### src/rtl/seq_square_pkg.sv
// seq_square_pkg
//   Shared definitions for the sequential squarer: FSM state encoding width
//   and the state enum used by seq_square.
package seq_square_pkg;

  localparam int STATE_W = 2;

  typedef enum logic [STATE_W-1:0] {
    IDLE = 2'd0,
    CALC = 2'd1,
    DONE = 2'd2
  } state_t;

endpackage

### src/rtl/seq_square.sv
// seq_square
//   Sequential shift-add squarer. Accepts a WIDTH-bit operand over a
//   valid/ready handshake, computes its 2*WIDTH-bit square with one partial
//   product per clock (WIDTH clocks), and presents the result over a
//   valid/ready handshake. Trades throughput for area versus a combinational
//   squarer.
//
//   Optional build macro: SEQ_SQUARE_SIGNED_EN
//     defined   - in_data is two's complement; its magnitude is squared.
//     undefined - in_data is unsigned; no negation logic is built.
//
//   Ports
//     clk        rising-edge clock
//     rst        synchronous reset, active-high
//     in_valid   operand present on in_data
//     in_ready   block can accept an operand (IDLE and not in reset)
//     in_data    WIDTH-bit operand
//     out_valid  result valid on out_data (DONE)
//     out_ready  consumer takes the result
//     out_data   2*WIDTH-bit unsigned square, driven from acc at all times
//     busy       high in CALC and DONE
//
//   state | meaning
//   ------+-----------------------------------------------------------
//   IDLE  | waiting for an operand; in_ready high
//   CALC  | one shift-add step per clock, WIDTH steps total
//   DONE  | result held on out_data with out_valid until popped
module seq_square
  import seq_square_pkg::*;
#(
  parameter int WIDTH = 8
) (
  input  logic               clk,
  input  logic               rst,
  input  logic               in_valid,
  output logic               in_ready,
  input  logic [WIDTH-1:0]   in_data,
  output logic               out_valid,
  input  logic               out_ready,
  output logic [2*WIDTH-1:0] out_data,
  output logic               busy
);

  localparam int CNT_W = $clog2(WIDTH) + 1;
  localparam logic [CNT_W-1:0] CNT_LAST = CNT_W'(WIDTH - 1);

  state_t             state_q, state_d;
  logic [2*WIDTH-1:0] acc, mcand;
  logic [WIDTH-1:0]   mult;
  logic [CNT_W-1:0]   cnt;
  logic [WIDTH-1:0]   operand;
  logic               accept;

`ifdef SEQ_SQUARE_SIGNED_EN
  // Magnitude of a two's complement operand. The most negative value wraps
  // to itself in WIDTH bits, which read as unsigned is exactly its magnitude.
  assign operand = in_data[WIDTH-1] ? (~in_data + WIDTH'(1)) : in_data;
`else
  assign operand = in_data;
`endif

  // in_ready is masked by rst so nothing is accepted on a reset edge.
  assign in_ready  = (state_q == IDLE) && !rst;
  assign accept    = in_valid && in_ready;
  assign out_valid = (state_q == DONE);
  assign busy      = (state_q != IDLE);
  assign out_data  = acc;

  always_ff @(posedge clk) begin
    if (rst) begin
      state_q <= IDLE;
    end else begin
      state_q <= state_d;
    end
  end

  always_comb begin
    state_d = state_q;
    case (state_q)
      IDLE:    if (accept) state_d = CALC;
      CALC:    if (cnt == CNT_LAST) state_d = DONE;
      DONE:    if (out_ready) state_d = IDLE;
      default: state_d = IDLE;
    endcase
  end

  always_ff @(posedge clk) begin
    if (rst) begin
      acc   <= '0;
      mcand <= '0;
      mult  <= '0;
      cnt   <= '0;
    end else begin
      case (state_q)
        IDLE: begin
          if (accept) begin
            acc   <= '0;
            mcand <= {{WIDTH{1'b0}}, operand};
            mult  <= operand;
            cnt   <= '0;
          end
        end
        CALC: begin
          acc   <= acc + (mult[0] ? mcand : '0);
          mcand <= mcand << 1;
          mult  <= mult >> 1;
          cnt   <= cnt + CNT_W'(1);
        end
        default: ;
      endcase
    end
  end

endmodule

### config.mk
export PLATFORM = sky130hd
export DESIGN_NAME = seq_square
export DESIGN_NICKNAME = d
export VERILOG_FILES = /design/src/rtl/seq_square_pkg.sv /design/src/rtl/seq_square.sv
export SDC_FILE = /design/constraint.sdc
export NUM_CORES = 1
export LEC_CHECK = 0
export BUFFER_PORTS_ARGS = -buffer_cell sky130_fd_sc_hd__buf_2
export CAP_MARGIN = 25
export CORE_MARGIN = 1
export CORE_UTILIZATION = 52
export CTS_CLUSTER_SIZE = 40
export DETAILED_ROUTE_END_ITERATION = 6
export PLACE_DENSITY = 0.77
export SLEW_MARGIN = 20
export SYNTH_ARGS = -nofsm -noshare
export SYNTH_HDL_FRONTEND = slang
export SYNTH_SLANG_ARGS = --single-unit
export TNS_END_PERCENT = 10
### constraint.sdc
create_clock -name clk -period 2.4 [get_ports clk]
set_clock_uncertainty 0.1 [all_clocks]
set_input_delay 0.12 -clock clk [delete_from_list [all_inputs] [get_ports clk]]
set_output_delay 0.12 -clock clk [all_outputs]
set_load 0.01 [all_outputs]
Yosys cells after proc, flatten, opt, wreduce, memory -nomap -nowiden
Cells that the tools add are included.

Mux-type cells: 13. Equal/unequal tests: 6. Add/sub/neg operators: 2. Reductions and logical operators: 8.

Operators by type and width (count): case mux 16 bit (2 select lines) (2); 2-to-1 mux 16 bit (3); adder 16 bit (1); case mux 8 bit (2 select lines) (1); 2-to-1 mux 8 bit (1); case mux 4 bit (2 select lines) (1); 2-to-1 mux 2 bit (3); case mux 2 bit (3 select lines) (1); adder 4 x 1 -> 4 bit (second input constant) (1); == test 4 x 3 -> 1 bit (second input constant) (1); 2-to-1 mux 4 bit (1); != test 2 bit (second input constant) (2); nonzero test 2 bit (2); AND reduction 3 bit (1); == test 2 x 1 -> 1 bit (second input constant) (1); == test 2 bit (second input constant) (1); logical AND 1 bit (2); logical NOT 2 bit (1); != test 2 x 1 -> 1 bit (second input constant) (1); AND reduction 2 bit (1); logical NOT 1 bit (1).

Input port bits: 12. Output and inout bits: 19. Bits in registers: 46. Word-level logic and storage cells: 34.

Longest topological paths before layout
Depth in word-level cells: 5. Gate-level depth with buffers: 12. Mapped depth without buffers: 11.

Worst setup path before layout
No wires, ideal clock.

Path type: register -> register. Start: register mult[0]. End: register acc[12], in the netlist out_data[12]. Period minus slack after synthesis: 2665 ps. Path slack: -265 ps. Setup time: 117 ps. Stages on the path, launching flop included: 13. Data required time: 2183 ps. Data arrival time: 2449 ps. Buffers on the path: 1. Cells stage by stage: dfxtp_1 clkbuf_1 and2_1 ha_1 inv_1 fa_1 nand2b_1 a21oi_1 nor3_1 o31a_1 a21oi_1 xor2_1 a22o_1.

Cells in the longest elaborated chain, start to end: 3.

RTL lines: start, declared (line seq_square.sv:49) `logic [WIDTH-1:0] mult;`; start signal, assigned (line seq_square.sv:99) `mult <= operand;`; start signal, assigned (line seq_square.sv:106) `mult <= mult >> 1;`; 2-to-1 mux 16 bit (line seq_square.sv:104) `acc <= acc + (mult[0] ? mcand : '0);`; adder 16 bit (line seq_square.sv:104); case mux 16 bit (2 select lines) (line seq_square.sv:94) `case (state_q)`; end signal, assigned (line seq_square.sv:104); end, declared (line seq_square.sv:48) `logic [2*WIDTH-1:0] acc, mcand;`.

No other way between the ends. A chain may end at the register's enable or synchronous reset.

Final worst setup path
Start: register mult[0]. End: register acc[14], in the netlist out_data[14].

The elaborated chain is that of the path after synthesis.

==> results_tabular.tex <==
\begin{tabular}{lr}
\hline
Metric & Value \\
\hline
\multicolumn{2}{l}{\textbf{Status}} \\
Status & completed \\
\multicolumn{2}{l}{\textbf{Route}} \\
Via count of the routed design & 2292 \\
DRC errors left & 0 \\
Iteration count of the initial detailed-routing pass & 5 \\
Sum of routed wire length over all layers & 5620 µm \\
Post-detailed-route wirelength per cell & 14.2 µm \\
Initial drt markers & 191 \\
Detail Route Antenna Nets & 0 \\
Average vias per placed instance & 5.79 \\
\multicolumn{2}{l}{\textbf{Yosys}} \\
Number of enable flip-flop cells after synthesis & 0 \\
Number of standard cells after synthesis & 305 \\
Fraction of the yosys area taken by sequential cells & 36.5\% \\
Total nets after synthesis & 334 \\
Cell area after technology mapping & 2520 µm² \\
Synth unique cells & 44 \\
\#FFs+latches synth & 46 \\
Warning count from the yosys run & 0 \\
Proportion of register bits with asynchronous set or reset after synthesis & 0\% \\
Mean cell area of the mapped netlist & 8.27 µm² \\
Main synth FF type & sky130\_fd\_sc\_hd\_\_dfxtp\_1 \\
\multicolumn{2}{l}{\textbf{Clock tree}} \\
Clock tree from TritonCTS & built \\
Maximum number of buffers from clock root to sink & 2 \\
Count of clock tree sinks & 46 \\
H-tree depth reported by CTS & 2 \\
Clock root cell & sky130\_fd\_sc\_hd\_\_clkbuf\_8 \\
Clock buffers created by TritonCTS & 5 \\
Worst-Skew Late Latency & 0.30 ns \\
Clock transition at the registers of the reported paths & 0.09 ns \\
\multicolumn{2}{l}{\textbf{Global routing}} \\
GRT Residual Overflow & 0 \\
Via count of the first global-routing pass & 2128 \\
Pin count of the biggest net entering global routing & 31 \\
Total routing resource utilization after global routing & 24.2\% \\
Antenna violations before repair & 0 \\
Global-route wire length before repair & 9770 µm \\
\multicolumn{2}{l}{\textbf{Floorplanning}} \\
Die Y & 71.6 µm \\
Top-level I/O count & 31 \\
FP Rows & 24 \\
Starting density of the core & 56.0\% \\
Overall die area & 5130 µm² \\
Area of the placeable core & 4500 µm² \\
DIE WIDTH & 71.6 µm \\
\multicolumn{2}{l}{\textbf{Final layout}} \\
Area added between synthesis and finish & 17.6\% \\
Most common library cell in the layout ignoring fill and taps & sky130\_fd\_sc\_hd\_\_dfxtp\_1 \\
Number of antenna diodes & 0 \\
Top library cells by usage in the layout, fill and taps aside & sky130\_fd\_sc\_hd\_\_dfxtp\_1, sky130\_fd\_sc\_hd\_\_nor2\_1, sky130\_fd\_sc\_hd\_\_nand2\_1 \\
Layout cells sized above 1 & 20.3\% \\
Final layout net count & 372 \\
Fill cell count & 385 \\
Count of non-filler cells in the finished layout & 396 \\
\multicolumn{2}{l}{\textbf{Worst setup path}} \\
Crit path DAT & 2.46 ns \\
Critical path fanouts, max & 7 \\
Number of cells on the worst reg-to-reg path & 11 \\
Combined buffer and inverter count along the critical path & 1 \\
Largest delay contributor family on the critical path & compound AO/OA/AOI/OAI gates \\
Worst-path cell with the longest stage delay & sky130\_fd\_sc\_hd\_\_dfxtp\_4 \\
CP max stage delay & 0.37 ns \\
Slack of the worst reg-to-reg path & 0.05 ns \\
Category of the most critical setup path & reg -> reg \\
Endpoint required time on the critical path & 2.50 ns \\
Worst-path cell chain & and2\_1 > ha\_1 > inv\_1 > fa\_2 > nand2b\_4 > a21oi\_2 > nor3\_1 > o31a\_1 > o21ai\_2 > xor2\_1 > a22o\_1 \\
Total number of cells along the worst setup path & 11 \\
Worst setup SP type & flop \\
Critical path capture point type & flop \\
\multicolumn{2}{l}{\textbf{STA}} \\
Highest clock rate & 425 MHz \\
Final Hold Violating Endpoints & 0 \\
Period Utilization, post-route & 98.1\% \\
Max-slew violation total from the final report & 0 \\
Unrepaired setup endpoints after global routing & yes \\
Setup violations, final & 0 \\
Remaining max-slew budget at the tightest pin & 63.0\% \\
Min Clock Period, post-route & 2.35 ns \\
Tightest Pin Transition & 0.553 ns \\
\multicolumn{2}{l}{\textbf{Power and ir drop}} \\
Total Power Consumption & 1.46 mW \\
Worst-case vdd ir drop & 0.363 mV \\
Pwr per Cell Area & 492 nW/µm² \\
Leakage component of the power & 1.33 nW \\
\multicolumn{2}{l}{\textbf{Place}} \\
Routability cong. & 0.854 \\
Number of placed instances with taps included & 385 \\
Port Buffers & 30 \\
HPWL after detailed placement & 4030 µm \\
\multicolumn{2}{l}{\textbf{Run}} \\
Max-cap violations & 0 \\
\multicolumn{2}{l}{\textbf{Hold path}} \\
Worst min-delay path class & in -> reg \\
Hold path cells & 3 \\
\hline
\end{tabular}
-- per-stage QoR --
stage | setup TNS, ns | cell area, µm² | utilization (%) | worst slack [ns] | hold WS (ns)
floorplan | 0 | 2550 | - | 0.0240 | 0.187
global placement | 0 | 2790 | 61.9 | 0.0592 | 0.307
detailed placement | 0 | 2790 | 61.9 | 0.0133 | 0.317
CTS | 0 | 2900 | 64.4 | 0.00915 | 0.00541
global route | -0.267 | 2970 | 65.8 | -0.0869 | 0.0190
finish | 0 | 2970 | 65.8 | 0.0455 | 0.0112
-- report_power, final --
part / switching, mW / internal, mW
sequential: 0.0202 / 0.789
clock: 0.259 / 0.233
combinational: 0.0976 / 0.0618
-- cells by family after synthesis --
| logic type | count (synthesis) | share of synthesized area, % |
|---|---|---|
| and+or+nand+nor | 124 | 22.6 |
| AOI/OAI and AO/OA | 85 | 24.4 |
| DFF | 46 | 36.5 |
| buffers and inverters | 21 | 3.52 |
| adders and majority gates | 17 | 8.73 |
| xor gates and xnor gates | 11 | 3.82 |
| muxes | 1 | 0.397 |
-- final cells by class --
type                            instances  area (µm²)  area share, %
Sequential cell                        46         925           31.2
Multi-Input combinational cell        238        1580           53.4
Clock inverter                          1        5.00          0.169
Clock buffer                            7        86.3           2.91
Tap cell                               52        65.1           2.19
Inverter                                5        18.8          0.633
Timing Repair Buffer                   47         283           9.54
-- timing repair --
item,in CTS,in global routing
hold buffers,2,0
resized for setup,0,9
endpoints found under the hold margin,3,0
buffers inserted,0,1
endpoints found under the setup margin,0,6
-- cell usage after synthesis (6+ instances only) --
library cell | n | share of area [%]
sky130_fd_sc_hd__dfxtp_1 | 46 | 37
sky130_fd_sc_hd__nor2_1 | 43 | 6.4
sky130_fd_sc_hd__nand2_1 | 38 | 5.7
sky130_fd_sc_hd__a21oi_1 | 17 | 3.4
sky130_fd_sc_hd__ha_1 | 16 | 7.9
sky130_fd_sc_hd__a311oi_1 | 14 | 4.9
sky130_fd_sc_hd__and2_1 | 14 | 3.5
sky130_fd_sc_hd__a22oi_1 | 12 | 3.6
sky130_fd_sc_hd__clkbuf_1 | 11 | 1.6
sky130_fd_sc_hd__o21ai_0 | 10 | 2.0
sky130_fd_sc_hd__a21o_1 | 7 | 2.1
sky130_fd_sc_hd__a22o_1 | 7 | 2.4
sky130_fd_sc_hd__a211oi_1 | 6 | 1.8
sky130_fd_sc_hd__nand3_1 | 6 | 1.2
sky130_fd_sc_hd__xor2_1 | 6 | 2.1
-- tightest hold or removal path: cells and delay by family --
family,cells,cell delay (ns)
buffers and inverters,1,0.10
AOI/OAI and AO/OA,1,0.08
and+or+nand+nor,1,0.07
-- per-layer routing --
metal / global-route usage [%] / vias to the layer above / wire [µm]
met5: 0 / - / 0
met4: 8.28 / 0 / 92
met3: 4.78 / 9 / 170
met2: 37.5 / 42 / 2480
met1: 33.7 / 1078 / 2880
li1: - / 1163 / -
-- path summary, 6_finish.rpt --
check              from            to
max             mult[0]  out_data[14]
max reg2reg     mult[0]  out_data[14]
min reg2reg     mult[7]       mult[7]
min          in_data[3]       mult[3]
-- sequential cells by signal (all words and copies together) (netlist names) --
register and cells:
mult 8, out_data 16, cnt 4, state_q 2, mcand 16
Power figures use the tool's default switching activity.
